### config.mk
export PLATFORM = sky130hd
export DESIGN_NAME = pool_pe_sched_flat
export DESIGN_NICKNAME = d
export VERILOG_FILES = /design/src/rtl/pool_pe_sched_if.sv /design/src/rtl/pool_pe_sched.sv /design/src/flat_wrapper.sv
export SDC_FILE = /design/constraint.sdc
export NUM_CORES = 1
export LEC_CHECK = 0
export ABC_CLOCK_PERIOD_IN_PS = 2600
export CORE_ASPECT_RATIO = 1.4
export CORE_MARGIN = 1
export CORE_UTILIZATION = 41
export DETAILED_ROUTE_END_ITERATION = 8
export PLACE_DENSITY = 0.78
export RECOVER_POWER = 25
export SLEW_MARGIN = 20
export SYNTH_ARGS = -nofsm -noshare
export SYNTH_HDL_FRONTEND = slang
export SYNTH_SLANG_ARGS = --single-unit
### constraint.sdc
create_clock -name clk -period 2.6 [get_ports clk]
set_input_delay 0.26 -clock clk [delete_from_list [all_inputs] [get_ports clk]]
set_output_delay 0.26 -clock clk [all_outputs]
set_load 0.005 [all_outputs]
### src/rtl/pool_pe_sched_if.sv
// rtl/pool_pe_sched_if.sv - sample stream, result stream and PE drive bundle for pool_pe_sched
interface pool_pe_sched_if #(
   parameter int DATA_W = 16
);
   // upstream window-ordered samples
   logic                     in_valid;
   logic                     in_ready;
   logic signed [DATA_W-1:0] in_data;
   // pooled results
   logic                     out_valid;
   logic                     out_ready;
   logic signed [DATA_W-1:0] out_data;
   logic                     out_last;
   // max-pool PE drive and feedback
   logic                     pe_start;
   logic signed [DATA_W-1:0] pe_input;
   logic signed [DATA_W-1:0] pe_last_max;
   logic signed [DATA_W-1:0] pe_output;

   modport master (
      input  in_valid, in_data, out_ready, pe_output,
      output in_ready, out_valid, out_data, out_last, pe_start, pe_input, pe_last_max
   );

   modport slave (
      output in_valid, in_data, out_ready, pe_output,
      input  in_ready, out_valid, out_data, out_last, pe_start, pe_input, pe_last_max
   );
endinterface

### src/rtl/pool_pe_sched.sv
// rtl/pool_pe_sched.sv - sequences one max-pool PE across a pooled feature map
module pool_pe_sched #(
   parameter int DATA_W = 16,
   parameter int POOL_K = 2,
   parameter int OUT_W  = 14,
   parameter int OUT_H  = 14
) (
   input  logic            clk,
   input  logic            reset,
   input  logic            cfg_start,
   output logic            busy,
   output logic            done,
   pool_pe_sched_if.master bus
);
   localparam int KK = POOL_K * POOL_K;
   localparam int EW = (KK > 1)    ? $clog2(KK)    : 1;
   localparam int CW = (OUT_W > 1) ? $clog2(OUT_W) : 1;
   localparam int RW = (OUT_H > 1) ? $clog2(OUT_H) : 1;
   localparam logic [EW-1:0] ELEM_LAST = EW'(KK - 1);
   localparam logic [CW-1:0] COL_LAST  = CW'(OUT_W - 1);
   localparam logic [RW-1:0] ROW_LAST  = RW'(OUT_H - 1);
   // seed for the first element of each window so the previous max never leaks in
   localparam logic signed [DATA_W-1:0] DATA_MIN = {1'b1, {(DATA_W-1){1'b0}}};

   typedef enum logic [1:0] {
      S_IDLE  = 2'd0,
      S_RUN   = 2'd1,
      S_DRAIN = 2'd2
   } state_t;

   state_t                   state;
   logic [EW-1:0]            elem_cnt;
   logic [CW-1:0]            col;
   logic [RW-1:0]            row;
   logic                     res_pending;
   logic                     res_last;
   logic                     out_valid_r;
   logic                     out_last_r;
   logic signed [DATA_W-1:0] out_data_r;
   logic                     in_ready_w;
   logic                     accept;
   logic                     out_fire;

   // stall input while a result is pending or the output register is blocked
   assign in_ready_w = (state == S_RUN) && !res_pending && !(out_valid_r && !bus.out_ready);
   assign accept     = bus.in_valid && in_ready_w;
   assign out_fire   = out_valid_r && bus.out_ready;

   assign bus.in_ready  = in_ready_w;
   assign bus.out_valid = out_valid_r;
   assign bus.out_data  = out_data_r;
   assign bus.out_last  = out_last_r;
   assign busy          = (state != S_IDLE);
   assign done          = !reset && (state == S_DRAIN) && out_fire;

   // PE drive: seed/feed on accepts, recirculate the running max on every other cycle
   always_comb begin
      bus.pe_start    = 1'b0;
      bus.pe_input    = '0;
      bus.pe_last_max = '0;
      if (state != S_IDLE) begin
         bus.pe_start = 1'b1;
         if (accept) begin
            bus.pe_input    = bus.in_data;
            bus.pe_last_max = (elem_cnt == '0) ? DATA_MIN : bus.pe_output;
         end else begin
            bus.pe_input    = bus.pe_output;
            bus.pe_last_max = bus.pe_output;
         end
      end
   end

   // frame FSM, window counters and single-entry result register
   always_ff @(posedge clk) begin
      if (reset) begin
         state       <= S_IDLE;
         elem_cnt    <= '0;
         col         <= '0;
         row         <= '0;
         res_pending <= 1'b0;
         res_last    <= 1'b0;
         out_valid_r <= 1'b0;
         out_last_r  <= 1'b0;
         out_data_r  <= '0;
      end else begin
         case (state)
            S_IDLE: begin
               if (cfg_start) begin
                  state       <= S_RUN;
                  elem_cnt    <= '0;
                  col         <= '0;
                  row         <= '0;
                  res_pending <= 1'b0;
               end
            end
            S_RUN: begin
               if (accept) begin
                  if (elem_cnt == ELEM_LAST) begin
                     elem_cnt    <= '0;
                     res_pending <= 1'b1;
                     res_last    <= (col == COL_LAST) && (row == ROW_LAST);
                     if (col == COL_LAST) begin
                        col <= '0;
                        row <= (row == ROW_LAST) ? '0 : row + 1'b1;
                     end else begin
                        col <= col + 1'b1;
                     end
                  end else begin
                     elem_cnt <= elem_cnt + 1'b1;
                  end
               end
               // a load wins over a same-edge drain of the previous result
               if (res_pending) begin
                  out_data_r  <= bus.pe_output;
                  out_valid_r <= 1'b1;
                  out_last_r  <= res_last;
                  res_pending <= 1'b0;
                  if (res_last) begin
                     state <= S_DRAIN;
                  end
               end else if (out_fire) begin
                  out_valid_r <= 1'b0;
                  out_last_r  <= 1'b0;
               end
            end
            S_DRAIN: begin
               if (out_fire) begin
                  out_valid_r <= 1'b0;
                  out_last_r  <= 1'b0;
                  state       <= S_IDLE;
               end
            end
            default: state <= S_IDLE;
         endcase
      end
   end
endmodule

### src/flat_wrapper.sv
// flat-port wrapper written by rule: the top's interface ports become plain ports
module pool_pe_sched_flat 
#(
   parameter int DATA_W = 16,
   parameter int POOL_K = 2,
   parameter int OUT_W  = 14,
   parameter int OUT_H  = 14
)
  (clk, reset, cfg_start, busy, done, bus_in_valid, bus_in_data, bus_out_ready, bus_pe_output, bus_in_ready, bus_out_valid, bus_out_data, bus_out_last, bus_pe_start, bus_pe_input, bus_pe_last_max);
  pool_pe_sched_if #(.DATA_W(DATA_W)) bus_i ();
  input  logic clk;
  input  logic reset;
  input  logic cfg_start;
  output logic busy;
  output logic done;
  input wire logic [$bits(bus_i.in_valid)-1:0] bus_in_valid;
  input wire logic [$bits(bus_i.in_data)-1:0] bus_in_data;
  input wire logic [$bits(bus_i.out_ready)-1:0] bus_out_ready;
  input wire logic [$bits(bus_i.pe_output)-1:0] bus_pe_output;
  output wire logic [$bits(bus_i.in_ready)-1:0] bus_in_ready;
  output wire logic [$bits(bus_i.out_valid)-1:0] bus_out_valid;
  output wire logic [$bits(bus_i.out_data)-1:0] bus_out_data;
  output wire logic [$bits(bus_i.out_last)-1:0] bus_out_last;
  output wire logic [$bits(bus_i.pe_start)-1:0] bus_pe_start;
  output wire logic [$bits(bus_i.pe_input)-1:0] bus_pe_input;
  output wire logic [$bits(bus_i.pe_last_max)-1:0] bus_pe_last_max;
  assign bus_i.in_valid = bus_in_valid;
  assign bus_i.in_data = bus_in_data;
  assign bus_i.out_ready = bus_out_ready;
  assign bus_i.pe_output = bus_pe_output;
  assign bus_in_ready = bus_i.in_ready;
  assign bus_out_valid = bus_i.out_valid;
  assign bus_out_data = bus_i.out_data;
  assign bus_out_last = bus_i.out_last;
  assign bus_pe_start = bus_i.pe_start;
  assign bus_pe_input = bus_i.pe_input;
  assign bus_pe_last_max = bus_i.pe_last_max;
  pool_pe_sched #(.DATA_W(DATA_W), .POOL_K(POOL_K), .OUT_W(OUT_W), .OUT_H(OUT_H)) u_core (.clk(clk), .reset(reset), .cfg_start(cfg_start), .busy(busy), .done(done), .bus(bus_i));
endmodule
==> out/results.txt <==
Final Util -> 0.684
Mapped Cells -> 262
clk_lat worst skew -> 0.29 ns
CTS root buffer -> clkbuf_8
Worst Tran Pin Value -> 0.614 ns
Max clock buf depth -> 2
Avg Inst Size Synth -> 7.28 sq um
YS warnings -> 0
Reg2Reg Depth -> 8
total CTS buffers -> 5
vias in the first global route -> 1936
Tot GR Track Use -> 0.243
most common cell in the netlist -> nand2_1
first-pass GRT wire length -> 8960 microns
Synth area leader -> dfxtp_1
min Tclk post-route -> 2.52 ns
worst hold path class -> flip-flop to flip-flop
final setup margin -> 0.0818 ns
hold path endpoint -> u_core.bus.out_data[9]
DRC -> 0
fraction of registers with async set/reset -> 0
post-route ant nets -> 0
endpoints failing setup -> 0
Synth top cells by count -> nand2_1, a21oi_1, dfxtp_1, and2_1
Hold Crit Start -> u_core.bus.out_data[9]
final wirelength -> 6090 microns
WP data required -> 2.34 ns
H-tree depth -> 2
die area -> 0.00493 sq mm
status -> completed
FF-to-FF End -> u_core.elem_cnt[0]
grt ovf -> 0
layout cell share with drive strength beyond 1 -> 0.0899
Post-synth top flop -> dfxtp_1
fin nets -> 403
worst-path fanout max -> 8
Buffers on Ports -> 90
synthesized net count -> 310
Seq/Total Area, Yosys -> 0.336
core footprint -> 0.00450 sq mm
hold_ws -> 0.458 ns
Placed Cells incl. Taps -> 404
flops & latches, synth -> 32
GP Congestion -> 0.876
critical setup path kind -> flip-flop to output port
CTS tree -> built
Site Rows -> 29
Tot Pwr -> 2.22 mW
Initial Util -> 0.424
Detailed Routing Iterations Pass 1 -> 4
diode count -> 0
Tcrit/Tclk final -> 0.969
Area Overhead vs Synth -> 61.3%
Pwr Density -> 722 mW/mm^2
synth top area cells -> dfxtp_1, nand2_1, a21oi_1, ha_1, and2_1
initial antenna violation count -> 0
DRT iter0 DRCs -> 94
post-synth top area share -> 0.336
R2R setup slack -> 0.39 ns
non-filler cells, final -> 418
via count -> 2196
Post-synth EDFFs -> 0
Max-slew headroom -> 0.591
Worst IR Drop VDD -> 0.589 mV
total of max-cap violations -> 0
HPWL Detailed -> 4290 microns
synth unique cells -> 47
largest net degree at the start of global routing -> 36
I/O pins -> 91
Vias per Instance -> 5.25
Clock Skews -> 0.0113 ns
clock slew at reported path FFs -> 0.07 ns
Sink Count -> 32
WL/cell -> 14.6 microns
hold depth -> 2
Pleak -> 1.34 nW
Die W -> 59.6 microns
Netlist Area Pre-Place -> 0.00191 sq mm
Worst Path Arrival -> 2.26 ns
Final Max Slew Viols -> 0
CP startpoint kind -> flip-flop
DP Worst Slack -> -0.0950 ns
Crit. End Element -> output port
Hold-fix buffers, CTS -> 0
RR Startpoint -> u_core.state[1]
Fin. Hold Viols -> 0
Highest Clock Rate -> 397 MHz
die height -> 82.7 microns
[stage by stage]
| stage | area [sq um] | setup TNS (ns) |
|---|---|---|
| after global routing | 3080 | -0.0143 |
| final | 3080 | 0 |
| after CTS | 3000 | -0.0605 |
| after global placement | 2870 | 0 |
| after floorplan | 1910 | 0 |
| after detailed placement | 2870 | -1.20 |
[repair_timing]
item,4_1_cts,5_1_grt
resized for setup,3,13
gates cloned,1,1
buffers inserted,0,4
setup endpoints to repair,31,32
pin swaps,1,4
[logic make-up after synthesis]
group                    after synthesis  share of synthesized area
AO/OA/AOI/OAI                         65                      0.207
adder cells (fa/ha/maj)               11                     0.0722
buffers and inverters                 28                     0.0630
flip-flops                            32                      0.336
multiplexers                           4                     0.0217
AND/OR/NAND/NOR                      122                      0.300
[layer usage]
| metal | routed length, microns | track usage | vias up |
|---|---|---|---|
| li1 | - | - | 1084 |
| met1 | 2530 | 0.258 | 1020 |
| met2 | 3010 | 0.467 | 87 |
| met3 | 482 | 0.0498 | 5 |
| met4 | 68 | 0.0791 | 0 |
| met5 | 0 | 0 | - |
[flip-flops by register name, indices dropped and copies added (netlist names)]
signal                count
u_core.bus.out_data      16
u_core.bus.out_last       1
u_core.bus.out_valid      1
u_core.col                4
u_core.elem_cnt           2
u_core.res_last           1
u_core.res_pending        1
u_core.row                4
u_core.state              2
[worst max-delay path by stage]
stage,startpoint,endpoint,slack [ns],cells past startpoint
after floorplan,u_core.state[1],bus_pe_input[10],0.68,8
after global placement,bus_out_ready,bus_pe_last_max[5],0.01,6
after detailed placement,bus_out_ready,bus_pe_last_max[2],-0.09,6
after CTS,u_core.state[1],bus_pe_input[15],-0.05,8
after global routing,u_core.state[1],bus_pe_input[9],-0.008,8
final,u_core.state[1],bus_pe_input[9],0.08,8
[final cells by class]
class / instances / area, sq um
Tap cell: 62 / 77.6
Clock buffer: 5 / 68.8
Inverter: 11 / 41.3
Timing Repair Buffer: 101 / 1010
Fill cell: 408 / 1420
Multi-Input combinational cell: 204 / 1190
Sequential cell: 32 / 641
Clock inverter: 3 / 42.5
[critical path, stage by stage, from the launching register on]
cell,delay (ns)
dfxtp_1,0.33
inv_2,0.08
ha_2,0.18
inv_2,0.05
buf_4,0.16
or4b_4,0.56
nand2_1,0.09
a21oi_1,0.06
clkdlybuf4s50_1,0.44
[power breakdown]
group / leakage, nW / switching, mW / internal, mW
registers: 0.258 / 0.0185 / 0.506
clock network: 0.0541 / 0.193 / 0.283
logic: 1.03 / 0.583 / 0.635
[layout by cell type (no fill, tap or decap), types with 7 or more instances in the layout]
cell type and n:
dlymetal6s2s_1 9, dfxtp_1 32, inv_1 9, nand2_1 73, and2_1 17, clkdlybuf4s50_1 63, dlygate4sd3_1 18, ha_1 10
a21oi_1 40, nor2_1 7, buf_4 10
Note: power is estimated with default switching activity, not from simulation.
